## src/rtl/debounce_pkg.sv

```systemverilog
// Shared defaults and sizing helper for the multi-channel button debouncer.
package debounce_pkg;

    localparam int DEF_N_CH            = 4;
    localparam int DEF_SYNC_STAGES     = 2;
    localparam int DEF_DEBOUNCE_CYCLES = 8;
    localparam bit DEF_INIT_LEVEL      = 1'b0;

    // Counter must hold 0..cycles without wrapping.
    function automatic int cnt_width(input int cycles);
        return $clog2(cycles + 1);
    endfunction

endpackage

```

## src/rtl/button_debounce_ch.sv

```systemverilog
// One debounce channel: synchronizer chain, disagreement counter, accepted level
// and registered edge pulses.
module button_debounce_ch
    import debounce_pkg::*;
#(
    parameter int SYNC_STAGES     = DEF_SYNC_STAGES,
    parameter int DEBOUNCE_CYCLES = DEF_DEBOUNCE_CYCLES,
    parameter bit INIT_LEVEL      = DEF_INIT_LEVEL
) (
    input  logic clk,
    input  logic rst,
    input  logic a_in,
    output logic s,
    output logic rise,
    output logic fall,
    output logic rise_nxt
);

    localparam int             CW       = cnt_width(DEBOUNCE_CYCLES);
    localparam logic [CW-1:0]  CNT_LAST = CW'(DEBOUNCE_CYCLES - 1);

    logic [SYNC_STAGES-1:0] sync_q, sync_d;
    logic [CW-1:0]          cnt_q, cnt_d;
    logic                   level_q, level_d;
    logic                   rise_q, rise_d;
    logic                   fall_q, fall_d;
    logic                   sync_out;

    assign sync_out = sync_q[SYNC_STAGES-1];

    always_comb begin
        // NOTE: every signal gets a default before any branch so no latch is inferred.
        sync_d  = {sync_q[SYNC_STAGES-2:0], a_in};
        cnt_d   = '0;
        level_d = level_q;
        rise_d  = 1'b0;
        fall_d  = 1'b0;
        if (sync_out != level_q) begin
            if (cnt_q == CNT_LAST) begin
                level_d = sync_out;
                rise_d  = sync_out;
                fall_d  = ~sync_out;
            end else begin
                cnt_d = cnt_q + CW'(1);
            end
        end
    end

    // NOTE: state uses non-blocking assignments; reset is synchronous and active-low.
    always_ff @(posedge clk) begin
        if (!rst) begin
            sync_q  <= {SYNC_STAGES{INIT_LEVEL}};
            cnt_q   <= '0;
            level_q <= INIT_LEVEL;
            rise_q  <= 1'b0;
            fall_q  <= 1'b0;
        end else begin
            sync_q  <= sync_d;
            cnt_q   <= cnt_d;
            level_q <= level_d;
            rise_q  <= rise_d;
            fall_q  <= fall_d;
        end
    end

    assign s        = level_q;
    assign rise     = rise_q;
    assign fall     = fall_q;
    assign rise_nxt = rise_d;

endmodule

```

## src/rtl/button_debounce_multi.sv

```systemverilog
// N_CH independent debounce channels plus a registered any-rise summary that
// lines up with the per-channel rise pulses.
module button_debounce_multi
    import debounce_pkg::*;
#(
    parameter int N_CH            = DEF_N_CH,
    parameter int SYNC_STAGES     = DEF_SYNC_STAGES,
    parameter int DEBOUNCE_CYCLES = DEF_DEBOUNCE_CYCLES,
    parameter bit INIT_LEVEL      = DEF_INIT_LEVEL
) (
    input  logic            clk,
    input  logic            rst,
    input  logic [N_CH-1:0] a,
    output logic [N_CH-1:0] s,
    output logic [N_CH-1:0] rise,
    output logic [N_CH-1:0] fall,
    output logic            any_rise
);

    logic [N_CH-1:0] rise_nxt;
    logic            any_rise_q, any_rise_d;

    for (genvar i = 0; i < N_CH; i++) begin : g_ch
        button_debounce_ch #(
            .SYNC_STAGES    (SYNC_STAGES),
            .DEBOUNCE_CYCLES(DEBOUNCE_CYCLES),
            .INIT_LEVEL     (INIT_LEVEL)
        ) u_ch (
            .clk     (clk),
            .rst     (rst),
            .a_in    (a[i]),
            .s       (s[i]),
            .rise    (rise[i]),
            .fall    (fall[i]),
            .rise_nxt(rise_nxt[i])
        );
    end

    // Reduce the next-state rise bits so any_rise is registered in the same cycle as rise.
    always_comb begin
        any_rise_d = |rise_nxt;
    end

    always_ff @(posedge clk) begin
        if (!rst) begin
            any_rise_q <= 1'b0;
        end else begin
            any_rise_q <= any_rise_d;
        end
    end

    assign any_rise = any_rise_q;

endmodule
```

## config.mk

```make
export PLATFORM = sky130hd
export DESIGN_NAME = button_debounce_multi
export DESIGN_NICKNAME = d
export VERILOG_FILES = /design/src/rtl/debounce_pkg.sv /design/src/rtl/button_debounce_ch.sv /design/src/rtl/button_debounce_multi.sv
export SDC_FILE = /design/constraint.sdc
export NUM_CORES = 1
export LEC_CHECK = 0
export ABC_AREA = 1
export BUFFER_PORTS_ARGS = -buffer_cell sky130_fd_sc_hd__buf_2
export CAP_MARGIN = 5
export CORE_MARGIN = 8
export CORE_UTILIZATION = 27
export DETAILED_ROUTE_END_ITERATION = 8
export HOLD_SLACK_MARGIN = 0.02
export PLACE_DENSITY = 0.5
export SLEW_MARGIN = 20
export SYNTH_ARGS = -nofsm -noshare
export SYNTH_HDL_FRONTEND = slang
export SYNTH_SLANG_ARGS = --single-unit
```

## constraint.sdc

```tcl
create_clock -name clk -period 1.4 [get_ports clk]
set_input_delay 0 -clock clk [delete_from_list [all_inputs] [get_ports clk]]
set_output_delay 0 -clock clk [all_outputs]
set_load 0.02 [all_outputs]
```

==> run metrics, run 1 <==
status finished clean; multi-input logic area between 400 and 500 µm²; most common cell in the netlist dfxtp_1; synth warn 0; CP max FO 4; GRT busiest layer met2; worst endpoint required time 1580 ps; Die H just under 90 µm; core box area 0.00507 mm²; share of layout cells above drive strength 1 between 10% and 20%; worst vdd ir 0.000361 V; Post-synth ARST share 0%; M2 GR Usage a little under 9%; Post-Synthesis Cell Area between 0.001 and 0.0015 mm²; Root Buffer clkbuf_8; Area contributors post-synth dfxtp_1, nor2_1, nand2_1; Primary FF master, synth dfxtp_1; Post-Synth Adder-Cell Area around 3.5%; CP arrival 1300 ps; final hold viol count 0; mux share of post-synthesis cell area 0%; Initial Util between 20% and 30%; PwrDens between 1000 and 1500 mW/mm²; WL/cell 7.85 µm; list of most frequent post-synthesis cells dfxtp_1, nor2_1, nand2_1, inv_1, buf_4; antenna violations before repair 0; vias in the first global route between 800 and 900; met3 Use GR 3.06%; Max Fclk approximately 900 MHz; sequential cell area fraction in the yosys report between 50 and 60%; register clock-pin slew on the reported worst setup and hold paths approximately 70 ps; Iter 0 DRT Violations between 70 and 80; DIE AREA between 0.007 and 0.008 mm²; Gate Count Post-Synth around 170; met1 Track Usage GR 6.33%; via count approximately 900; # diodes 0; clock skew 5.21 ps; post-route setup TNS 0 ps; maximum clock path buffer count 2; Net Count, Synth ~180; CP dominant cell by count nand2_1; Worst Tran Pin Value about 310 ps; total I/O pin count 19; GRT Util Overall between 5 and 6%; largest net degree at the start of global routing 18; startpoint types flip-flop; register area about 740 µm²; Final Routed Wirelength approximately 2000 µm; Post-synth EDFFs 0; DRT Pass-1 Iters 4; grt ovf 0; post-route ant nets 0; Filler Cell Count about 580; Min Clock Period, post-route approximately 1100 ps; Max H-tree Level 2; hpwl dp between 1500 and 2000 µm; Leakage 0.736 nW; Syn Area/Cell 8.45 µm²; unrepaired setup endpoints after global routing false; Setup-failing EPs final 0; Distinct cells, synth 16; CTS tree done; worst hold path type in -> reg; critical path's largest stage delay approximately 360 ps; main combinational cell family by area after synthesis simple AND/OR/NAND/NOR gates; gpl congestion roughly 0.66; critical path type reg -> reg; Synth Register Bits 37; Final Max Tran Viols 0; post-CTS setup repair buffer count 0; row cnt 26; clock sinks 37; Power, Total roughly 1.8 mW; CP max-delay cell dfxtp_1; CTS-repair resized insts 0; Max Cap Violations 0; first-pass GRT wire length roughly 3500 µm; crit-path cells ha_1 > nand2_1 > nor2_2 > inv_1 > nand2_1 > nor2_1; Via density roughly 3.6; Synth top area share a little over half; Nets around 190; total CTS buffers 5; port buffer count 18; post-synthesis xor/xnor area fraction 4.94%; Post-Synth Simple-Gate Area between 20% and 30%; CP endpoint kind flip-flop; Die Width 88.5 µm; leading area contributor after synthesis dfxtp_1; Skew-Pair Late Insertion Delay approximately 280 ps; Area growth syn-to-layout 12.4%; Final period util ~80%; # DRC 0; Synth Area in Compound Gates under 10%; relative slew slack between 70% and 80%
==> kinds of logic (layout without fill, tap and decap cells) <==
kind of cell | count (synthesis) | count (layout)
flops | 37 | 37
buf+inv | 35 | 51
fa+ha+maj | 4 | 4
compound gates | 4 | 4
xor+xnor | 8 | 8
simple gates | 80 | 80
==> flip-flops by register name (all words and copies together) (netlist names) <==
| signal | count |
|---|---|
| g_ch.u_ch.sync_q | 8 |
| g_ch.u_ch.rise | 4 |
| any_rise | 1 |
| g_ch.u_ch.s | 4 |
| g_ch.u_ch.fall | 4 |
| g_ch.u_ch.cnt_q | 16 |
==> repair_timing <==
| action | CTS | global route |
|---|---|---|
| hold buffers | 4 | 0 |
| hold endpoints to repair | 4 | 0 |
| setup endpoints to repair | 0 | 0 |
==> cell type report <==
class | count | area share, %
Inverter | 21 | 4.94
Clock buffer | 8 | 5.02
Tap cell | 70 | 5.49
Timing Repair Buffer | 22 | 8.16
Sequential cell | 37 | 46.4
Multi-Input combinational cell | 96 | 30.0
==> worst max-delay path: cells and delay by family (launching register included) <==
kind | cells | cell delay (ps)
simple gates | 4 | 400
buf+inv | 1 | 70
fa+ha+maj | 1 | 190
flops | 1 | 360
==> worst paths after layout <==
path,startpoint,to,slack (ps),depth (start not counted)
worst max-delay path,g_ch[0].u_ch.cnt_q[0],g_ch[0].u_ch.cnt_q[3],280,6
worst min-delay path,rst,g_ch[1].u_ch.sync_q[1],90,3
worst max register to register,g_ch[0].u_ch.cnt_q[0],g_ch[0].u_ch.cnt_q[3],280,6
worst min register to register,g_ch[2].u_ch.sync_q[0],g_ch[2].u_ch.sync_q[1],410,2
==> placed cells by master (no fill, tap or decap) <==
cell type	instances
inv_2	1
ha_1	4
nor2_2	6
buf_2	18
nand3_1	8
o21ai_0	4
xnor2_1	4
xor2_1	4
inv_1	20
nand2_1	31
dlygate4sd3_1	4
clkbuf_8	5
clkbuf_1	3
nand2_2	2
nand2_4	1
nor2_1	32
dfxtp_1	37
==> report_power, final <==
part           internal, mW  switching, mW
registers              1.07        0.00489
logic                0.0214         0.0310
clock network         0.353          0.331
total                  1.44          0.367
==> metrics by stage <==
stage / util (%) / setup WS [ps] / cells / cell area [µm²] / hold WS, ps
finish: 31.4 / 275 / 254 / 1600 / 87.6
global placement: 29.1 / 273 / 242 / 1480 / 185
floorplan: - / 385 / 168 / 1420 / 97.6
detailed placement: 29.1 / 265 / 242 / 1480 / 183
global route: 31.4 / 159 / 254 / 1600 / 98.5
CTS: 31.4 / 256 / 254 / 1600 / 80.5
==> layer usage <==
| layer | wire [µm] | vias up |
|---|---|---|
| li1 | - | 520 |
| met1 | 931 | 371 |
| met2 | 789 | 23 |
| met3 | 203 | 7 |
| met4 | 70 | 0 |
| met5 | 0 | - |
Note: power is estimated with default switching activity, not from simulation.
==> run 2: changes to the inputs <==
- clock period: 1.4 -> 1.1 ns (I/O delays scaled with it)
==> run metrics, run 2 (synthesized netlist as in run 1, its figures left out) <==
status finished clean; Layout Cells excl Fill 261 (+2.8%); PwrDens 1480 mW/mm² (+30%); critical path type reg -> reg; Die H 88.5 µm (unchanged); total CTS buffers 5 (unchanged); Filler Cell Count 542 (-5.9%); Iter 0 DRT Violations 35 (-52%); Area growth syn-to-layout 25.4%; post-CTS setup repair buffer count 0 (unchanged); register clock-pin slew on the reported worst setup and hold paths 70 ps (about the same); Most flops, register g_ch.u_ch.cnt_q; grt ovf 0 (unchanged); min-delay src rst; Leakage 0.790 nW (+7.4%); antenna violations before repair 0 (unchanged); post-route setup TNS 0 ps (unchanged); Setup-failing EPs final 0 (unchanged); Max Cap Violations 0 (unchanged); Initial Util 28.0% (unchanged); CP arrival 1230 ps (-70 ps); Worst R2R Path Depth 7 (+1); utilization after layout 35.1% (+3.6 points); row cnt 26 (unchanged); # diodes 0 (unchanged); Nets 200 (+3.6%); hpwl dp 1550 µm (+2.7%); family with the most delay on the worst path simple AND/OR/NAND/NOR gates; worst hold path type in -> reg; GRT Util Overall 6.32% (+0.39 points); vias in the first global route 902 (+8.3%); Placed Area 0.00153 mm² (+3.6%); WHS 103 ps (+15.7 ps); CP endpoint kind flip-flop; Die Width 88.5 µm (unchanged); CP max-delay cell dfxtp_2; crit-path cells ha_1 > nand2_1 > nor2_4 > nand2_1 > nand2_2 > nor2_2 > nor2_2; Placed Cells 249 (+2.9%); maximum clock path buffer count 2 (unchanged); relative slew slack 86.9% (+7.9 points); total I/O pin count 19 (unchanged); CTS tree done; Root Buffer clkbuf_8; Reg2Reg Setup Slack 50 ps (-230 ps); post-route ant nets 0 (unchanged); Bufs and invs on worst path 0 (-1); Final period util 95.9% (+16 points); post-route cell area 0.00178 mm² (+12%); CP max FO 4 (unchanged); largest net degree at the start of global routing 12 (-6); core box area 0.00507 mm² (unchanged); gpl congestion 0.664 (+1.2%); hold endpoint g_ch[0].u_ch.fall; WL/cell 8.41 µm (+7.1%); Min Clock Period, post-route 1050 ps (-70.0 ps); first-pass GRT wire length 3710 µm (+7.4%); critical path's largest stage delay 320 ps (-40 ps); Max Fclk 948 MHz (+6.6%); Via density 3.67 (+1.1%); Worst Tran Pin Value 197 ps (-118 ps); Skew-Pair Late Insertion Delay 280 ps (about the same); number of flip-flops in the largest register 16 (unchanged); DIE AREA 0.00783 mm² (unchanged); Place WS 0.789 ps (-264 ps); Max H-tree Level 2 (unchanged); port buffer count 18 (unchanged); most frequent cells in the layout nor2_1, dfxtp_1, nand2_1; worst vdd ir 0.000563 V (+56%); DRT Pass-1 Iters 4 (unchanged); commonest non-fill, non-tap cell in the layout nor2_1; clock sinks 37 (unchanged); share of layout cells above drive strength 1 35.1% (+17 points); Final Max Tran Viols 0 (unchanged); final hold viol count 0 (unchanged); via count 957 (+3.9%); Final Routed Wirelength 2190 µm (+10%); Power, Total 2.63 mW (+45%); # DRC 0 (unchanged); Top Registers g_ch.u_ch.cnt_q: 16 flops, g_ch.u_ch.sync_q: 8 flops; hold depth 3 (unchanged); startpoint types flip-flop; r2r endpoint any_rise; reg-to-reg startpoint g_ch[1].u_ch.cnt_q[0]; fin worst setup slack 45.4 ps (-230 ps); worst endpoint required time 1270 ps (-310 ps); clock skew 3.76 ps (-1.45 ps)
==> run 2: changes by cell type in the layout (fill, tap and decap cells not counted), sizes merged <==
cell    before  now
clkbuf       8    7
bufinv       0    1
buf         18   25
==> run 2: area by class of cell <==
class | count | area [µm²] | share of cell area (%)
clock inverters | 1 | 30.0 | 1.69
repair buffers | 29 | 183 | 10.3
flip-flops and latches | 37 | 751 | 42.2
multi-input cells | 96 | 563 | 31.6
inverters | 21 | 78.8 | 4.43
well taps | 70 | 87.6 | 4.92
clock buffers | 7 | 86.3 | 4.85
==> run 2: report_power, final <==
group | internal (mW) | switching, mW
combinational | 0.0358 | 0.0428
sequential | 1.36 | 0.00727
clock | 0.739 | 0.445
==> run 2: how the worst max path moves through the flow <==
stage | from | to | cells after the start
2_1_floorplan | g_ch[1].u_ch.cnt_q[0] | g_ch[1].u_ch.cnt_q[3] | 6
3_3_place_gp | g_ch[0].u_ch.cnt_q[0] | g_ch[0].u_ch.cnt_q[3] | 6
3_5_place_dp | g_ch[0].u_ch.cnt_q[0] | g_ch[0].u_ch.cnt_q[3] | 6
4_1_cts | g_ch[2].u_ch.cnt_q[0] | any_rise | 7
5_1_grt | g_ch[2].u_ch.cnt_q[0] | any_rise | 7
6_report | g_ch[1].u_ch.cnt_q[0] | any_rise | 7
==> run 2: worst reg2reg max path, stage by stage, from the launching register on <==
cell and delay [ps]:
dfxtp_2 320, ha_1 200, nand2_1 110, nor2_4 60, nand2_1 90, nand2_2 60, nor2_2 80, nor2_2 30
==> run 2: metal layers <==
layer | track usage (%) | routed length, µm | vias to the layer above
met5 | 0 | 0 | -
met4 | 4.15 | 34 | 0
met3 | 3.71 | 155 | 2
met2 | 9.03 | 936 | 21
met1 | 6.95 | 1070 | 401
li1 | - | - | 533
==> run 2: what timing repair did <==
item | in CTS | in global routing
endpoints found under the setup margin | 3 | 20
resized for setup | 1 | 31
hold endpoints to repair | 4 | 0
hold buffers | 4 | 0
pin swaps | 1 | 7
gates cloned | 0 | 0
